==> src/rtl/mouse_ps2_tx.sv <==
// Host-to-device PS/2 command serializer; owns the data-line drive, bit sequencing and ACK check.
// Optional ACK sampling on the 11th falling edge is enabled by defining PS2_TX_ACK_CHECK_EN.
module mouse_ps2_tx #(
  parameter bit PARITY_ODD = 1'b1
) (
  input  logic       reset,
  input  logic       mouse_clk,
  input  logic       mouse_data,
  input  logic       tx_req,
  input  logic [7:0] tx_data,
  output logic       data_drive_low,
  output logic       tx_busy,
  output logic       tx_done,
  output logic       tx_ack_err
);

  typedef enum logic [1:0] {
    IDLE = 2'd0,
    SEND = 2'd1,
    DONE = 2'd2
  } state_t;

  state_t     state;
  state_t     state_nxt;
  logic [3:0] cnt;
  logic [3:0] cnt_nxt;
  logic [7:0] shreg;
  logic [7:0] shreg_nxt;
  logic       cur_bit;
  logic       cur_bit_nxt;
  logic       parity;
  logic       parity_nxt;
  logic       done_nxt;
  logic       ack_err_nxt;
  logic       ack_sample;

`ifdef PS2_TX_ACK_CHECK_EN
  assign ack_sample = mouse_data;
`else
  logic unused_mouse_data;
  assign unused_mouse_data = mouse_data;
  assign ack_sample        = 1'b0;
`endif

  always_ff @(negedge mouse_clk or posedge reset) begin
    if (reset) begin
      state      <= IDLE;
      cnt        <= 4'd0;
      shreg      <= 8'd0;
      cur_bit    <= 1'b1;
      parity     <= 1'b0;
      tx_done    <= 1'b0;
      tx_ack_err <= 1'b0;
    end else begin
      state      <= state_nxt;
      cnt        <= cnt_nxt;
      shreg      <= shreg_nxt;
      cur_bit    <= cur_bit_nxt;
      parity     <= parity_nxt;
      tx_done    <= done_nxt;
      tx_ack_err <= ack_err_nxt;
    end
  end

  always_comb begin
    state_nxt   = state;
    cnt_nxt     = cnt;
    shreg_nxt   = shreg;
    cur_bit_nxt = cur_bit;
    parity_nxt  = parity;
    done_nxt    = tx_done;
    ack_err_nxt = tx_ack_err;
    case (state)
      IDLE: begin
        if (tx_req) begin
          shreg_nxt   = tx_data;
          parity_nxt  = (^tx_data) ^ PARITY_ODD;
          cur_bit_nxt = tx_data[0];
          cnt_nxt     = 4'd1;
          done_nxt    = 1'b0;
          ack_err_nxt = 1'b0;
          state_nxt   = SEND;
        end
      end
      SEND: begin
        if (!tx_req) begin
          // Controller withdrew the request: abandon the frame and release the line.
          state_nxt   = IDLE;
          cnt_nxt     = 4'd0;
          cur_bit_nxt = 1'b1;
          done_nxt    = 1'b0;
          ack_err_nxt = 1'b0;
        end else if (cnt < 4'd8) begin
          shreg_nxt   = shreg >> 1;
          cur_bit_nxt = shreg[1];
          cnt_nxt     = cnt + 4'd1;
        end else if (cnt == 4'd8) begin
          cur_bit_nxt = parity;
          cnt_nxt     = cnt + 4'd1;
        end else if (cnt == 4'd9) begin
          cur_bit_nxt = 1'b1;
          cnt_nxt     = cnt + 4'd1;
        end else begin
          state_nxt   = DONE;
          cnt_nxt     = 4'd0;
          done_nxt    = 1'b1;
          ack_err_nxt = ack_sample;
        end
      end
      DONE: begin
        if (!tx_req) begin
          state_nxt   = IDLE;
          done_nxt    = 1'b0;
          ack_err_nxt = 1'b0;
        end
      end
      default: begin
        state_nxt   = IDLE;
        cnt_nxt     = 4'd0;
        cur_bit_nxt = 1'b1;
        done_nxt    = 1'b0;
        ack_err_nxt = 1'b0;
      end
    endcase
  end

  // Start bit is driven as soon as the request arrives, before the device's first clock.
  assign data_drive_low = ~reset & (((state == IDLE) & tx_req) | ((state == SEND) & ~cur_bit));
  assign tx_busy        = (state == SEND);

endmodule

==> config.mk <==
export PLATFORM = sky130hd
export DESIGN_NAME = mouse_ps2_tx
export DESIGN_NICKNAME = d
export VERILOG_FILES = /design/src/rtl/mouse_ps2_tx.sv
export SDC_FILE = /design/constraint.sdc
export NUM_CORES = 1
export LEC_CHECK = 0
export CELL_PAD_IN_SITES_DETAIL_PLACEMENT = 1
export CELL_PAD_IN_SITES_GLOBAL_PLACEMENT = 1
export CORE_ASPECT_RATIO = 1.75
export CORE_UTILIZATION = 30
export CTS_BUF_LIST = sky130_fd_sc_hd__clkbuf_4 sky130_fd_sc_hd__clkbuf_8
export DETAILED_ROUTE_END_ITERATION = 16
export PLACE_DENSITY = 0.69
export SLEW_MARGIN = 20
export SYNTH_ARGS = -nofsm -noshare
export SYNTH_HDL_FRONTEND = slang
export SYNTH_SLANG_ARGS = --single-unit
export TNS_END_PERCENT = 100
==> constraint.sdc <==
create_clock -name mouse_clk -period 1.4 [get_ports mouse_clk]
set_clock_uncertainty 0.05 [all_clocks]
set_input_delay 0.42 -clock mouse_clk [delete_from_list [all_inputs] [get_ports mouse_clk]]
set_output_delay 0.42 -clock mouse_clk [all_outputs]
set_load 0.01 [all_outputs]
==> flow_summary.json, run 1 <==
{
  "cts_tree": "done",
  "synth_most_common_cell": "dfrtn_1",
  "path_buf_inv": 2,
  "grt_pass1_vias": 994,
  "syn_area_um2": 958,
  "wl_per_cell_um": 16.2,
  "final_core_util_pct": 56.1,
  "die_y_um": 76.8,
  "drtPass1Iterations": 4,
  "power.leakage_nw": 0.750,
  "finalSetupViolations": 19,
  "synth_edf_count": 0,
  "grt_util_all_layers_pct": 18.3,
  "end_kind": "output port",
  "violations": "setup timing",
  "overflow": 0,
  "grt_pass1_wl_mm": 4.70,
  "num_rows": 26,
  "final_nets": 163,
  "synth_cell_types": 34,
  "synthFlopType": "dfrtn_1",
  "via_count": 911,
  "ys_top_cells_by_area": "dfrtn_1, o21ai_0, mux2i_1, nand2_1, xnor2_1",
  "postSynthCellCount": 101,
  "clkTransAtPathRegs_ns": 0.05,
  "swShare_pct": 29.3,
  "diodes": 0,
  "status": "finished with violations",
  "whs_ns": 0.390,
  "hold_viol_final": 0,
  "drtIter0Drc": 25,
  "clk_path_buf_depth": 2,
  "clkLatencyLatePin_ns": 0.26,
  "start_util_pct": 32.0,
  "rsz0062_at_grt": "true",
  "die_w_um": 44.7,
  "power_frac_comb_pct": 30.4,
  "dieArea_mm2": 0.00343,
  "maxCapViolations": 0,
  "route.detailed.drc": 0,
  "io-pin-count": 16,
  "cts_made_buffers": 3,
  "pwr_density_cell_mw_per_mm2": 842,
  "hold_path_class": "flop to flop",
  "ys_seq_area_share_pct": 41.9,
  "drtAntennaViolNets": 0,
  "final_layout_size_suffix_gt1_share_pct": 64.6,
  "grt_max_degree": 11,
  "antenna_found_initial": 0,
  "cts-root-buf": "clkbuf_8",
  "h-tree-depth": 1,
  "worst_slack_ns": -0.979,
  "area_delta_synth_final_pct": 75.3,
  "ys_seq_elements": 16,
  "peakVddDrop_mv": 0.542,
  "crit_path_start_kind": "flop",
  "gp_congestion": 0.721,
  "hold_buffers": 0,
  "p_int_mw": 1.00,
  "required_ns": 0.93,
  "io_buffers": 13,
  "synth_common_cells": "dfrtn_1, nand2_1, o21ai_0",
  "crit_path_cell_trace": "buf_6 > nor2_4 > a2111oi_4 > buf_2",
  "pre_cts_slack_ns": -1.16,
  "coreArea_mm2": 0.00299,
  "vias_per_cell": 4.82,
  "switchingPower_mw": 0.415,
  "crit_path_max_fanout": 2,
  "syn_nets": 116,
  "yosys_warnings": 0,
  "finalMaxSlewViolations": 0,
  "crit_arrival_ns": 1.91,
  "avgSynthCellArea_um2": 9.49,
  "cp_slowest_cell": "dfrtn_1",
  "routed_wl_mm": 3.07,
  "clockPowerShare_pct": 29.8,
  "post-dp-hpwl_mm": 1.95,
  "path_delay_family": "flip-flops",
  "clkSinkCount": 16,
  "slowest_delay_ns": 0.44,
  "async_flop_share_pct": 100,
  "yosys.area.top_type": "dfrtn_1",
  "pwr-share-seq_pct": 39.8,
  "synth_top_area_share_pct": 39.2,
  "crit_type": "flop to output port"
}
==> worst reg2reg max path: stages (launching register included) <==
cell,delay [ns]
dfrtn_1,0.45
inv_2,0.05
ha_2,0.19
nor2_2,0.12
o21a_1,0.22
nor4b_2,0.07
a311o_1,0.28
==> metrics by stage <==
stage	power (mW)	area [um2]	std cells	setup TNS, ns
after global placement	0.870	1330	173	-23.23
after detailed placement	0.881	1330	173	-23.79
after floorplan	0.745	1020	101	-6.91
final	1.41	1680	189	-6.72
after global routing	1.49	1680	189	-7.23
after CTS	1.33	1520	184	-6.31
==> repair_timing <==
item,in CTS,in global routing
cloned,1,0
resized for setup,81,35
pin swaps,14,14
setup buffers,6,5
endpoints found under the setup margin,35,19
==> kinds of logic (layout without fill, tap and decap cells) <==
group                      count (synthesis)  in the layout  share of synthesized area [%]
and+or+nand+nor                           30             31                           17.5
AOI/OAI and AO/OA                         26             26                           16.3
DFF                                       16             16                           41.9
buffers and inverters                     12             57                           7.31
xor gates and xnor gates                   7              7                           6.40
muxes                                      6              6                           6.27
adders and majority gates                  3              3                           3.92
other                                      1              1                          0.391
==> registers in the layout (all words and copies together) (netlist names) <==
register  count
cur_bit       1
cnt           4
parity        1
tx_done       1
state         2
shreg         7
==> cell usage in the layout (no fill, tap or decap), types with 3 or more instances in the layout <==
cell type,instances
buf_4,21
buf_6,19
dfrtn_1,15
nand2_2,7
mux2i_1,6
o21ai_2,6
nand2_1,5
o21ai_1,4
clkbuf_8,4
buf_2,4
nand2_4,3
xnor2_2,3
xnor2_1,3
o21ai_0,3
==> power groups by stage <==
stage               registers (mW)  clock network (mW)  logic, mW
floorplan                    0.552             0.00894      0.184
finish                       0.562               0.422      0.430
detailed placement           0.562             0.00894      0.311
global placement             0.558             0.00894      0.303
global route                 0.567               0.459      0.465
CTS                          0.555               0.428      0.352
==> cell type report <==
cell class                 instances  area (um2)
sequential                        16         402
tap                               42        52.6
fill                             338        1310
clock buffer                       4        55.1
inverter                           5        26.3
timing repair buffer              47         435
clock inverter                     1        3.75
multi-input combinational         74         706
==> final timing paths <==
path | startpoint | endpoint | slack (ns) | cells past startpoint
worst max-delay path | state[0] | data_drive_low | -0.98 | 4
worst max register to register | cnt[0] | cnt[2] | -0.18 | 6
worst min-delay path | shreg[5] | shreg[5] | 0.39 | 2
worst min register to register | shreg[5] | shreg[5] | 0.39 | 2
max in group asynchronous | reset | parity | 0.13 | 4
min in group asynchronous | reset | tx_done | 1.02 | 4
==> layer usage <==
metal	part of all wire, %	vias up	track usage, %
met2	64	14	35.4
li1	-	437	-
met3	1.5	4	1.41
met4	1.1	0	3.64
met5	0	-	0
met1	34	456	20.4
Note: power is estimated with default switching activity, not from simulation.
==> run 2: changes to the inputs <==
- CTS_CLUSTER_SIZE: default -> 12
==> results of run 2 <==
Same layout as run 1: the final DEF is identical, and so are final timing and power.
==> run 3: changes to the inputs <==
- SETUP_SLACK_MARGIN: default -> 0.1
==> flow_summary.json, run 3 (same netlist as run 1, synthesis figures left out) <==
{
  "largest_reg_flops": 7,
  "drtIter0Drc": 20,
  "pwr-share-seq_pct": 39.6,
  "peakVddDrop_mv": 0.480,
  "cts_tree": "done",
  "violations": "setup timing",
  "grt_pass1_wl_mm": 4.70,
  "required_ns": 0.93,
  "cts-root-buf": "clkbuf_8",
  "crit_path_max_fanout": 2,
  "grt_max_degree": 11,
  "power.leakage_nw": 0.762,
  "p_int_mw": 1.01,
  "die_y_um": 76.8,
  "swShare_pct": 29.2,
  "rsz0062_at_grt": "true",
  "post-dp-hpwl_mm": 1.95,
  "route.detailed.drc": 0,
  "coreArea_mm2": 0.00299,
  "hold_buffers": 0,
  "top_register": "shreg",
  "hold_viol_final": 0,
  "fin_tns_setup_ns": -6.73,
  "crit_path_start_kind": "flop",
  "clkTransAtPathRegs_ns": 0.05,
  "overflow": 0,
  "finalMaxSlewViolations": 0,
  "finalSetupViolations": 19,
  "gp_congestion": 0.721,
  "clkSinkCount": 16,
  "h-tree-depth": 1,
  "reg2reg_depth": 7,
  "grt_pass1_vias": 994,
  "drtPass1Iterations": 3,
  "grt_util_all_layers_pct": 18.3,
  "io_buffers": 13,
  "clkLatencyLatePin_ns": 0.27,
  "reg_top3": "shreg: 7 flops, cnt: 4 flops, state: 2 flops",
  "num_rows": 26,
  "die_w_um": 44.7,
  "area_delta_synth_final_pct": 77.9,
  "dieArea_mm2": 0.00343,
  "final_nets": 164,
  "via_count": 908,
  "end_kind": "output port",
  "vias_per_cell": 4.78,
  "cts_made_buffers": 3,
  "min_delay_path_depth": 2,
  "status": "finished with violations",
  "fill_cells": 331,
  "antenna_found_initial": 0,
  "switchingPower_mw": 0.414,
  "whs_ns": 0.390,
  "clockPowerShare_pct": 29.8,
  "crit_type": "flop to output port",
  "io-pin-count": 16,
  "diodes": 0,
  "clk_path_buf_depth": 2,
  "crit_arrival_ns": 1.92,
  "pwr_density_cell_mw_per_mm2": 833,
  "wl_per_cell_um": 16.4,
  "worst_slack_ns": -0.990,
  "power_frac_comb_pct": 30.6,
  "mostFrequentLayoutCells": "buf_6, buf_4, dfrtn_1",
  "hold_path_class": "flop to flop",
  "maxCapViolations": 0,
  "final_layout_size_suffix_gt1_share_pct": 65.5,
  "rrSetupSlack_ns": -0.29,
  "routed_wl_mm": 3.12,
  "start_util_pct": 32.0,
  "drtAntennaViolNets": 0
}
[run 3: worst paths after layout]
path                            startpoint              to
worst max-delay path              state[0]  data_drive_low
worst min-delay path              shreg[5]        shreg[5]
min in group asynchronous            reset        shreg[4]
worst max register to register    state[0]         cur_bit
max in group asynchronous            reset        shreg[2]
worst min register to register    shreg[5]        shreg[5]
[run 3: stage by stage]
step	setup slack [ns]	utilization [%]	cells	power [mW]	area [um2]
floorplan	-0.743	-	101	0.745	1020
global placement	-1.14	44.5	173	0.870	1330
detailed placement	-1.16	44.5	173	0.881	1330
CTS	-0.991	50.7	184	1.33	1520
global route	-1.03	57.0	190	1.49	1710
finish	-0.990	57.0	190	1.42	1710
[run 3: layout make-up]
cell class / count / area (um2) / area share [%]
sequential: 16 / 402 / 23.6
clock buffer: 4 / 55.1 / 3.23
inverter: 5 / 26.3 / 1.54
clock inverter: 1 / 3.75 / 0.220
multi-input combinational: 74 / 706 / 41.4
timing repair buffer: 48 / 460 / 27.0
tap: 42 / 52.6 / 3.08
[run 3: timing repair]
action | in CTS | in global routing
pin swaps | 14 | 14
endpoints found under the setup margin | 35 | 31
setup buffers | 6 | 5
cloned | 1 | 1
gates resized for setup | 81 | 38
[run 3: power by group through the flow]
stage / logic, mW / registers (mW) / clock network (mW)
final: 0.434 / 0.563 / 0.423
after global routing: 0.468 / 0.568 / 0.457
after CTS: 0.352 / 0.555 / 0.428
after detailed placement: 0.311 / 0.562 / 0.00894
after global placement: 0.303 / 0.558 / 0.00894
after floorplan: 0.184 / 0.552 / 0.00894
[run 3: critical path, stage by stage, from the launching register on]
cell	delay [ns]
dfrtn_1	0.44
buf_6	0.13
nor2_4	0.03
a2111oi_4	0.17
buf_2	0.18
[run 3: layer usage]
metal	track usage (%)	routed length [um]	vias to the layer above
met5	0	0	-
met4	3.64	31	0
met3	1.41	40	4
met2	35.4	1980	14
met1	20.4	1070	452
li1	-	-	438
